## config.mk

```make
export PLATFORM = sky130hd
export DESIGN_NAME = fc_result_feeder_flat
export DESIGN_NICKNAME = d
export VERILOG_FILES = /design/src/rtl/fc_pkg.sv /design/src/rtl/fc_result_feeder_if.sv /design/src/rtl/fc_buf_ram.sv /design/src/rtl/fc_result_feeder.sv /design/src/flat_wrapper.sv
export SDC_FILE = /design/constraint.sdc
export NUM_CORES = 1
export LEC_CHECK = 0
export ABC_AREA = 1
export BUFFER_PORTS_ARGS = -buffer_cell sky130_fd_sc_hd__buf_2
export CORE_ASPECT_RATIO = 2
export CORE_MARGIN = 2
export CORE_UTILIZATION = 45
export DETAILED_ROUTE_END_ITERATION = 6
export HOLD_SLACK_MARGIN = 0.08
export PLACE_DENSITY = 0.65
export REMOVE_ABC_BUFFERS = 1
export SLEW_MARGIN = 10
export SYNTH_ARGS = -nofsm -noshare
export SYNTH_HDL_FRONTEND = slang
export SYNTH_SLANG_ARGS = --single-unit
```

## constraint.sdc

```tcl
create_clock -name clk -period 3.2 [get_ports clk]
set_clock_uncertainty 0.15 [all_clocks]
set_input_delay 0.64 -clock clk [delete_from_list [all_inputs] [get_ports clk]]
set_output_delay 0.64 -clock clk [all_outputs]
set_load 0.02 [all_outputs]
```

## src/rtl/fc_pkg.sv

```systemverilog
// Shared types and helpers for the FC result feeder.
// FC_FEED_RELU_EN (defined in the top) selects ReLU on the replay path.
package fc_pkg;

  localparam int unsigned DATA_W_DEFAULT = 16;
  localparam int unsigned RELU_W         = 64;

  typedef enum logic [1:0] {
    IDLE    = 2'd0,
    CAPTURE = 2'd1,
    STREAM  = 2'd2,
    DONE    = 2'd3
  } feed_state_e;

  // Sign bit sits at position w-1; upper bits are zero-extended padding.
  function automatic logic [RELU_W-1:0] relu(input logic [RELU_W-1:0] v, input int unsigned w);
    return v[w-1] ? '0 : v;
  endfunction

endpackage

```

## src/rtl/fc_result_feeder_if.sv

```systemverilog
// Handshake bundle between the upstream FC layer, the feeder and the downstream FC layer.
interface fc_result_feeder_if #(
  parameter int unsigned DATA_W = 16,
  parameter int unsigned ADDR_W = 16
) ();

  logic              wr_en;
  logic [ADDR_W-1:0] wr_addr;
  logic [DATA_W-1:0] wr_data;
  logic              layer_end;
  logic              hold;
  logic              next_enable;
  logic [DATA_W-1:0] next_value;
  logic              next_valid;
  logic              feed_done;
  logic              err_range;
  logic              err_overlap;

  modport master (
    output wr_en, wr_addr, wr_data, layer_end, hold,
    input  next_enable, next_value, next_valid, feed_done, err_range, err_overlap
  );

  modport slave (
    input  wr_en, wr_addr, wr_data, layer_end, hold,
    output next_enable, next_value, next_valid, feed_done, err_range, err_overlap
  );

endinterface

```

## src/rtl/fc_buf_ram.sv

```systemverilog
// DEPTH x DATA_W simple dual-port RAM: one write port, one registered read port.
module fc_buf_ram #(
  parameter int unsigned DATA_W = 16,
  parameter int unsigned DEPTH  = 10,
  parameter int unsigned IDX_W  = 10
) (
  input  logic              clk,
  input  logic              we,
  input  logic [IDX_W-1:0]  waddr,
  input  logic [DATA_W-1:0] wdata,
  input  logic              re,
  input  logic [IDX_W-1:0]  raddr,
  output logic [DATA_W-1:0] rdata
);

  logic [DATA_W-1:0] mem [DEPTH];

  // Same-edge write and read of one cell returns the new data.
  always_ff @(posedge clk) begin
    if (we) mem[waddr] <= wdata;
    if (re) rdata <= (we && (waddr == raddr)) ? wdata : mem[raddr];
  end

endmodule

```

## src/rtl/fc_result_feeder.sv

```systemverilog
// Captures an FC layer's (we, addr, out) result stream and replays it in address order.
// Define FC_FEED_RELU_EN to clamp negative replayed values to zero.
module fc_result_feeder
  import fc_pkg::*;
#(
  parameter int unsigned DATA_W = DATA_W_DEFAULT,
  parameter int unsigned DEPTH  = 10,
  parameter int unsigned ADDR_W = 16,
  parameter int unsigned IDX_W  = 10
) (
  input logic              clk,
  input logic              reset,
  fc_result_feeder_if.slave bus
);

  feed_state_e       state_q;
  logic [IDX_W-1:0]  idx_q;
  logic              next_enable_q;
  logic [DATA_W-1:0] next_value_q;
  logic              next_valid_q;
  logic              feed_done_q;
  logic              err_range_q;
  logic              err_overlap_q;

  logic              accepting;
  logic              busy;
  logic              addr_ok;
  logic              wr_commit;
  logic              start;
  logic              last;
  logic              advance;
  logic              rd_en;
  logic [IDX_W-1:0]  rd_addr;
  logic [DATA_W-1:0] rd_data;
  logic [DATA_W-1:0] out_value;

  always_comb begin
    accepting = (state_q == IDLE) || (state_q == CAPTURE);
    busy      = !accepting;
    addr_ok   = (32'(bus.wr_addr) < DEPTH);
    wr_commit = bus.wr_en && addr_ok && accepting;
    start     = accepting && bus.layer_end;
    last      = (idx_q == IDX_W'(DEPTH - 1));
    advance   = (state_q == STREAM) && !bus.hold;
    // Prefetch keeps rd_data equal to buf[idx_q] whenever the stream is waiting.
    rd_en     = start || (advance && !last);
    rd_addr   = start ? '0 : idx_q + IDX_W'(1);
  end

  fc_buf_ram #(
    .DATA_W(DATA_W),
    .DEPTH (DEPTH),
    .IDX_W (IDX_W)
  ) u_buf (
    .clk  (clk),
    .we   (wr_commit),
    .waddr(bus.wr_addr[IDX_W-1:0]),
    .wdata(bus.wr_data),
    .re   (rd_en),
    .raddr(rd_addr),
    .rdata(rd_data)
  );

`ifdef FC_FEED_RELU_EN
  assign out_value = DATA_W'(relu(RELU_W'(rd_data), DATA_W));
`else
  assign out_value = rd_data;
`endif

  always_ff @(posedge clk or posedge reset) begin
    if (reset) begin
      state_q       <= IDLE;
      idx_q         <= '0;
      next_enable_q <= 1'b0;
      next_value_q  <= '0;
      next_valid_q  <= 1'b0;
      feed_done_q   <= 1'b0;
      err_range_q   <= 1'b0;
      err_overlap_q <= 1'b0;
    end else begin
      next_valid_q <= 1'b0;
      feed_done_q  <= 1'b0;
      if (bus.wr_en && !addr_ok) err_range_q <= 1'b1;
      if (bus.wr_en && busy) err_overlap_q <= 1'b1;

      unique case (state_q)
        IDLE, CAPTURE: begin
          if (bus.layer_end) begin
            state_q       <= STREAM;
            next_enable_q <= 1'b1;
            idx_q         <= '0;
          end else if (bus.wr_en) begin
            state_q <= CAPTURE;
          end
        end
        STREAM: begin
          if (!bus.hold) begin
            next_value_q <= out_value;
            next_valid_q <= 1'b1;
            if (last) state_q <= DONE;
            else      idx_q   <= idx_q + IDX_W'(1);
          end
        end
        DONE: begin
          state_q       <= IDLE;
          idx_q         <= '0;
          next_enable_q <= 1'b0;
          feed_done_q   <= 1'b1;
        end
        default: state_q <= IDLE;
      endcase
    end
  end

  assign bus.next_enable = next_enable_q;
  assign bus.next_value  = next_value_q;
  assign bus.next_valid  = next_valid_q;
  assign bus.feed_done   = feed_done_q;
  assign bus.err_range   = err_range_q;
  assign bus.err_overlap = err_overlap_q;

endmodule

```

## src/flat_wrapper.sv

```systemverilog
// flat-port wrapper written by rule: the top's interface ports become plain ports
module fc_result_feeder_flat import fc_pkg::*;
#(
  parameter int unsigned DATA_W = DATA_W_DEFAULT,
  parameter int unsigned DEPTH  = 10,
  parameter int unsigned ADDR_W = 16,
  parameter int unsigned IDX_W  = 10
)
  (clk, reset, bus_wr_en, bus_wr_addr, bus_wr_data, bus_layer_end, bus_hold, bus_next_enable, bus_next_value, bus_next_valid, bus_feed_done, bus_err_range, bus_err_overlap);
  fc_result_feeder_if #(.DATA_W(DATA_W), .ADDR_W(ADDR_W)) bus_i ();
  input logic clk;
  input logic reset;
  input wire logic [$bits(bus_i.wr_en)-1:0] bus_wr_en;
  input wire logic [$bits(bus_i.wr_addr)-1:0] bus_wr_addr;
  input wire logic [$bits(bus_i.wr_data)-1:0] bus_wr_data;
  input wire logic [$bits(bus_i.layer_end)-1:0] bus_layer_end;
  input wire logic [$bits(bus_i.hold)-1:0] bus_hold;
  output wire logic [$bits(bus_i.next_enable)-1:0] bus_next_enable;
  output wire logic [$bits(bus_i.next_value)-1:0] bus_next_value;
  output wire logic [$bits(bus_i.next_valid)-1:0] bus_next_valid;
  output wire logic [$bits(bus_i.feed_done)-1:0] bus_feed_done;
  output wire logic [$bits(bus_i.err_range)-1:0] bus_err_range;
  output wire logic [$bits(bus_i.err_overlap)-1:0] bus_err_overlap;
  assign bus_i.wr_en = bus_wr_en;
  assign bus_i.wr_addr = bus_wr_addr;
  assign bus_i.wr_data = bus_wr_data;
  assign bus_i.layer_end = bus_layer_end;
  assign bus_i.hold = bus_hold;
  assign bus_next_enable = bus_i.next_enable;
  assign bus_next_value = bus_i.next_value;
  assign bus_next_valid = bus_i.next_valid;
  assign bus_feed_done = bus_i.feed_done;
  assign bus_err_range = bus_i.err_range;
  assign bus_err_overlap = bus_i.err_overlap;
  fc_result_feeder #(.DATA_W(DATA_W), .DEPTH(DEPTH), .ADDR_W(ADDR_W), .IDX_W(IDX_W)) u_core (.clk(clk), .reset(reset), .bus(bus_i));
endmodule
```

# Yosys cells after proc, flatten, opt, wreduce, memory -nomap -nowiden
# Memory sizes are Yosys's and may differ from the RTL's. A register that Yosys moved wholly into a read port is not among the register bits.
# Index checks and enable logic that the tools add are counted.
# totals
regBits	33
ramBits	160
in_bits	37
output_inout_bits	21
elab_cells	58
n_memories	1
# mem_list
memory	depth	width	rd	rd_clocked_by_memory_dff	wr	line	source
u_core.u_buf.mem	10	16	1	1	1	fc_buf_ram.sv:16	logic [DATA_W-1:0] mem [DEPTH];
# op_classes
n_addsub	1
order_cmp	1
n_eq_ne	9
n_mux	17
n_bitwise	1
reduce_logical	20
# ops
op	count
10-bit 2-to-1 mux	4
10-bit case mux with 3 select lines	1
16-bit by 4-bit less-than comparator with 1-bit output, second input constant	1
10-bit by 1-bit adder with 10-bit output, second input constant	1
10-bit by 4-bit equality test with 1-bit output, second input constant	1
2-bit 2-to-1 mux	4
1-bit logical AND	7
1-bit 2-to-1 mux	6
2-bit inequality test, second input constant	3
2-bit case mux with 3 select lines	1
3-bit AND reduction	2
2-bit equality test, second input constant	2
1-bit zero test	4
2-bit AND reduction	2
3-bit inequality test, second input constant	1
2-bit by 1-bit equality test with 1-bit output, second input constant	1
2-bit zero test	1
1-bit logical OR	2
2-bit by 1-bit inequality test with 1-bit output, second input constant	1
1-bit case mux with 2 select lines	1
2-bit nonzero test	1
2-bit OR reduction	1
1-bit inverter	1

# Logic depth before layout (Yosys ltp)
# depth
ltp_word	5
mapped_depth	13
mapped_depth_nobuf	11

# Cells and area by module
# A second synthesis with hierarchy kept.
# unflattened
cells_unflattened	979
area_unflattened_um2	9366.5
# modules_own_cells
module	n_inst	cells_each	area_each_um2	seq_area_each_um2
fc_buf_ram	1	746	7676.1	5285.1
fc_result_feeder	1	233	1690.4	825.8

# Least setup slack after synthesis
# Ideal clock, no wire load.
# synth_path
path_type	input port to flip-flop
from	input bus_wr_addr[12]
to	memory u_core.u_buf.mem[8][0] (enable)
setup_time_ns	0.409
arrival_ns	2.530
required_ns	2.641
slack_ns	0.110
stages	7
path_buffers	0
path_cell_list	nor2_1 -> nand2_1 -> nor2_1 -> nand2_1 -> nor2_1 -> nand3_1 -> nor3_1
# synth_between
elab_chain_len	5
# synth_rtl
element	line	source
start, declared	flat_wrapper.sv:14	input wire logic [$bits(bus_i.wr_addr)-1:0] bus_wr_addr;
16-bit by 4-bit less-than comparator with 1-bit output	fc_result_feeder.sv:40	addr_ok = (32'(bus.wr_addr) < DEPTH);
1-bit logical AND (2 in a row)	fc_result_feeder.sv:41	wr_commit = bus.wr_en && addr_ok && accepting;
1-bit 2-to-1 mux	fc_buf_ram.sv:20	if (we) mem[waddr] <= wdata;
1-bit 2-to-1 mux (not written as such)	fc_buf_ram.sv:20	
end, declared	fc_buf_ram.sv:16	
# Every way passes these cells.

# Worst setup path in the final report
# layout_path
from	register u_core.idx_q[0]
to	register u_core.u_buf.rdata[13] (read register of u_core.u_buf.mem) (data pin)
# layout_between
elab_chain_len	4
word_cells_on_any_way	6
cone_classes	1 x add/sub; 1 x eq/ne; 1 x mux; 3 x reduce/logical
# layout_rtl
element	line	source
start, declared	fc_result_feeder.sv:17	logic [IDX_W-1:0] idx_q;
start signal, assigned	fc_result_feeder.sv:101	else idx_q <= idx_q + IDX_W'(1);
branches (longest 4 deep; another with 10-bit by 1-bit adder with 10-bit output)	-	
end, declared	fc_buf_ram.sv:13	output logic [DATA_W-1:0] rdata
# Parallel ways; which one is timed is not known.
# A chain may end at the register's enable or synchronous reset.

==> summary.txt <==
Status
  – Status: finished clean

Placed design
  – DP HPWL: 14560 um
  – GPL Wtd Cong: ~0.87
  – Port Buffers: 57
  – Setup Slack @ Placement: 0.4370 ns

Cells and area
  – Reg area: 6111 um^2
  – Final Core Density: 52.30%
  – Area Overhead vs Synth: 13.95%
  – Nets: 1014
  – Ant diodes: 0
  – Fill count: between 1500 and 2000
  – Layout cells sized above 1: 14.69%
  – Area occupied by multi-input gates: 2781 um^2

Route
  – Highest metal used: met4
  – Pre-Repair DR Iteration Count: 6
  – Number of DRC markers in iteration 0: 463
  – Final wirelength: 22230 um
  – Via count: 6567
  – DRC Markers: 0
  – Drt via density: 5.241
  – Final ANT Viol Nets: 0
  – Wire length on met1: 8245 um
  – Met2 Routed Length: roughly 12000 um
  – Met3 Wirelength: approximately 1000 um
  – Routed len/inst: 17.74 um

Critical path
  – Crit path buf inv count: 1
  – CP arrival: between 2 and 3 ns
  – Crit-path max cell delay: roughly 0.74 ns
  – Critical path startpoint: u_core.idx_q[0]
  – Critical path capture point type: flip-flop
  – Worst EP required: 3.42 ns
  – CP Cell Sequence: ha_1, inv_1, nand2_2, nand2_1, nand2_1, nor3_2, nand4_1, nand2_1
  – Worst R2R Setup Slack: 0.60 ns
  – CP Depth: 8
  – CP max stage cell: nor3_2
  – Worst setup path endpoint: u_core.u_buf.rdata[13]
  – Reg2reg end: u_core.u_buf.rdata[13]
  – Startpoint Class: flip-flop
  – Crit path kind: reg2reg
  – R2R depth: 8
  – Worst R2R Start: u_core.idx_q[0]
  – Crit-path most repeated cell: nand2_1
  – Top delay family on crit path: simple AND/OR/NAND/NOR gates
  – Crit Path Max Fanout: 12

STA
  – Setup TNS: 0 ns
  – Slew Viols, Final: 0
  – Final cycle utilization of the critical path: about four fifths
  – Fin crit period: 2.602 ns
  – Least-Margin Pin Slew: roughly 0.9 ns
  – Max transition margin: between 30% and 40%
  – Fmax: 0.3843 GHz
  – Final setup violation count: 0
  – Worst setup margin: between 0.5 and 0.6 ns
  – Fin. Hold Viols: 0
  – RSZ-0062 raised after global routing: false

Clock tree
  – Post-CTS Setup Inserts: 0
  – Htree depth: 1
  – CTS Buf Count: 19
  – Post-CTS resize count: 0
  – TritonCTS clock tree: yes
  – Hold-fix buffers at CTS: 1
  – CTS Buffer Depth: 3
  – Clock Latency Late Sink: 0.50 ns
  – Root Driver: clkbuf_16
  – Num Clock Sinks: 209
  – Clk slew on worst S/H paths: 0.07 ns

Die
  – Die width: 106.2 um
  – I/O pins: between 50 and 60
  – Initial Util: 45.90%
  – FP Rows: 74
  – Area of the core: just over 20000 um^2
  – Area of the die: roughly 22000 um^2
  – Die height: 208.3 um

Synth
  – Synth area leader: edfxtp_1
  – Ys Warns: 0
  – Most frequent cell after synthesis: nand2_1
  – Post-synth top cells: nand2_1 (245), edfxtp_1 (176), nand3_1 (124)
  – Post-Synthesis Cell Area: 9392 um^2
  – Area contributors post-synth: edfxtp_1 (56%), nand2_1 (9.8%), dfrtp_1 (8.8%)
  – Distinct cells, synth: 32
  – Share of the synthesized area in the top cell type: 56.27%
  – Syn Area/Cell: 10.26 um^2
  – Count of flip-flops with a built-in enable after synthesis: 176
  – #FFs+latches synth: 209
  – Cells after synthesis: 915
  – Post-synthesis sequential area ratio: 65.07%
  – Fraction of registers with async set/reset: ~16%
  – Main synth FF type: edfxtp_1

Hold path
  – Worst min path class: in2reg

Pwr
  – Peak supply drop: 0.4444 mV
  – Pleak: 4.473 nW
  – Pwr/cell area: 773.3 nW/um^2
  – Power Total: about 8.3 mW

Global route
  – First-pass GRT wire length: 34890 um
  – Vias in the first global route: 6622
  – Total Routing Usage GR: 20.60%
  – Initial antenna violation count: 0
  – Largest net degree at the start of global routing: 63
  – Total grt overflow: 0

Run
  – Max Cap Viol: 0
[registers in the layout, summed over array words and instances, names as in the netlist]
| register | count |
|---|---|
| u_core.bus.next_valid | 1 |
| u_core.bus.next_enable | 1 |
| u_core.bus.feed_done | 1 |
| u_core.bus.err_overlap | 1 |
| u_core.bus.next_value | 16 |
| u_core.idx_q | 10 |
| u_core.bus.err_range | 1 |
| u_core.u_buf.rdata | 16 |
| u_core.state_q | 2 |
| u_core.u_buf.mem | 160 |
[per-layer routing]
layer	up-vias	GRT usage, %
met2	205	37.67
met5	-	0
met3	63	2.444
met4	0	11.80
li1	3193	-
met1	3106	22.51
[per-stage QoR]
stage	std cells	hold slack, ns	cell area, um^2
after floorplan	869	0.2757	9159
after global placement	1219	0.2812	10030
final	1253	0.2865	10700
after CTS	1253	0.2657	10700
after global routing	1253	0.2824	10700
after detailed placement	1219	0.2837	10030
[cell families (layout without fill, tap and decap cells)]
logic type / after synthesis / count (layout) / synth area share (%)
buffers and inverters: 125 / 197 / 5.635
XOR/XNOR: 3 / 3 / 0.2798
AND/OR/NAND/NOR: 556 / 556 / 27.48
adder cells (fa/ha/maj): 2 / 2 / 0.2664
flip-flops: 209 / 209 / 65.07
AO/OA/AOI/OAI: 20 / 20 / 1.266
[where the power goes]
group | total [mW] | switching, mW | leakage (nW) | internal (mW)
combinational | 2.46 | 1.73 | 2.14 | 0.727
sequential | 3.40 | 0.129 | 2.01 | 3.27
clock | 2.42 | 1.00 | 0.322 | 1.42
[layout make-up]
cell class,count,area share (%)
flip-flops and latches,209,57.10
multi-input cells,581,25.99
repair buffers,85,4.887
clock buffers,19,4.443
well taps,266,3.110
inverters,79,2.771
clock inverters,14,1.695
[placed cells by master, fill, tap and decap left out, drive strengths merged, types with 2 or more instances in the layout]
cell type | synthesis | final
nand4 | 23 | 23
clkbuf | 12 | 19
nand3 | 126 | 126
nand2 | 249 | 249
edfxtp | 176 | 176
o22ai | 2 | 2
dfrtp | 33 | 33
ha | 2 | 2
nand3b | 48 | 48
o211ai | 4 | 4
a21oi | 3 | 3
buf | 34 | 84
a21o | 2 | 2
clkinv | 0 | 8
bufinv | 0 | 4
nor3 | 7 | 7
nor2 | 103 | 103
inv | 79 | 80
o21ai | 8 | 8
xor2 | 2 | 2
[worst min path at each step]
stage,startpoint,to,cells past startpoint
4_1_cts,bus_wr_en,u_core.bus.err_range,2
3_5_place_dp,u_core.u_buf.rdata[7],u_core.bus.next_value[7],2
5_1_grt,bus_wr_en,u_core.bus.err_range,2
2_1_floorplan,u_core.u_buf.rdata[0],u_core.bus.next_value[0],2
3_3_place_gp,u_core.u_buf.rdata[4],u_core.bus.next_value[4],2
6_report,bus_wr_en,u_core.bus.err_range,2
(Power assumes the default switching activity.)
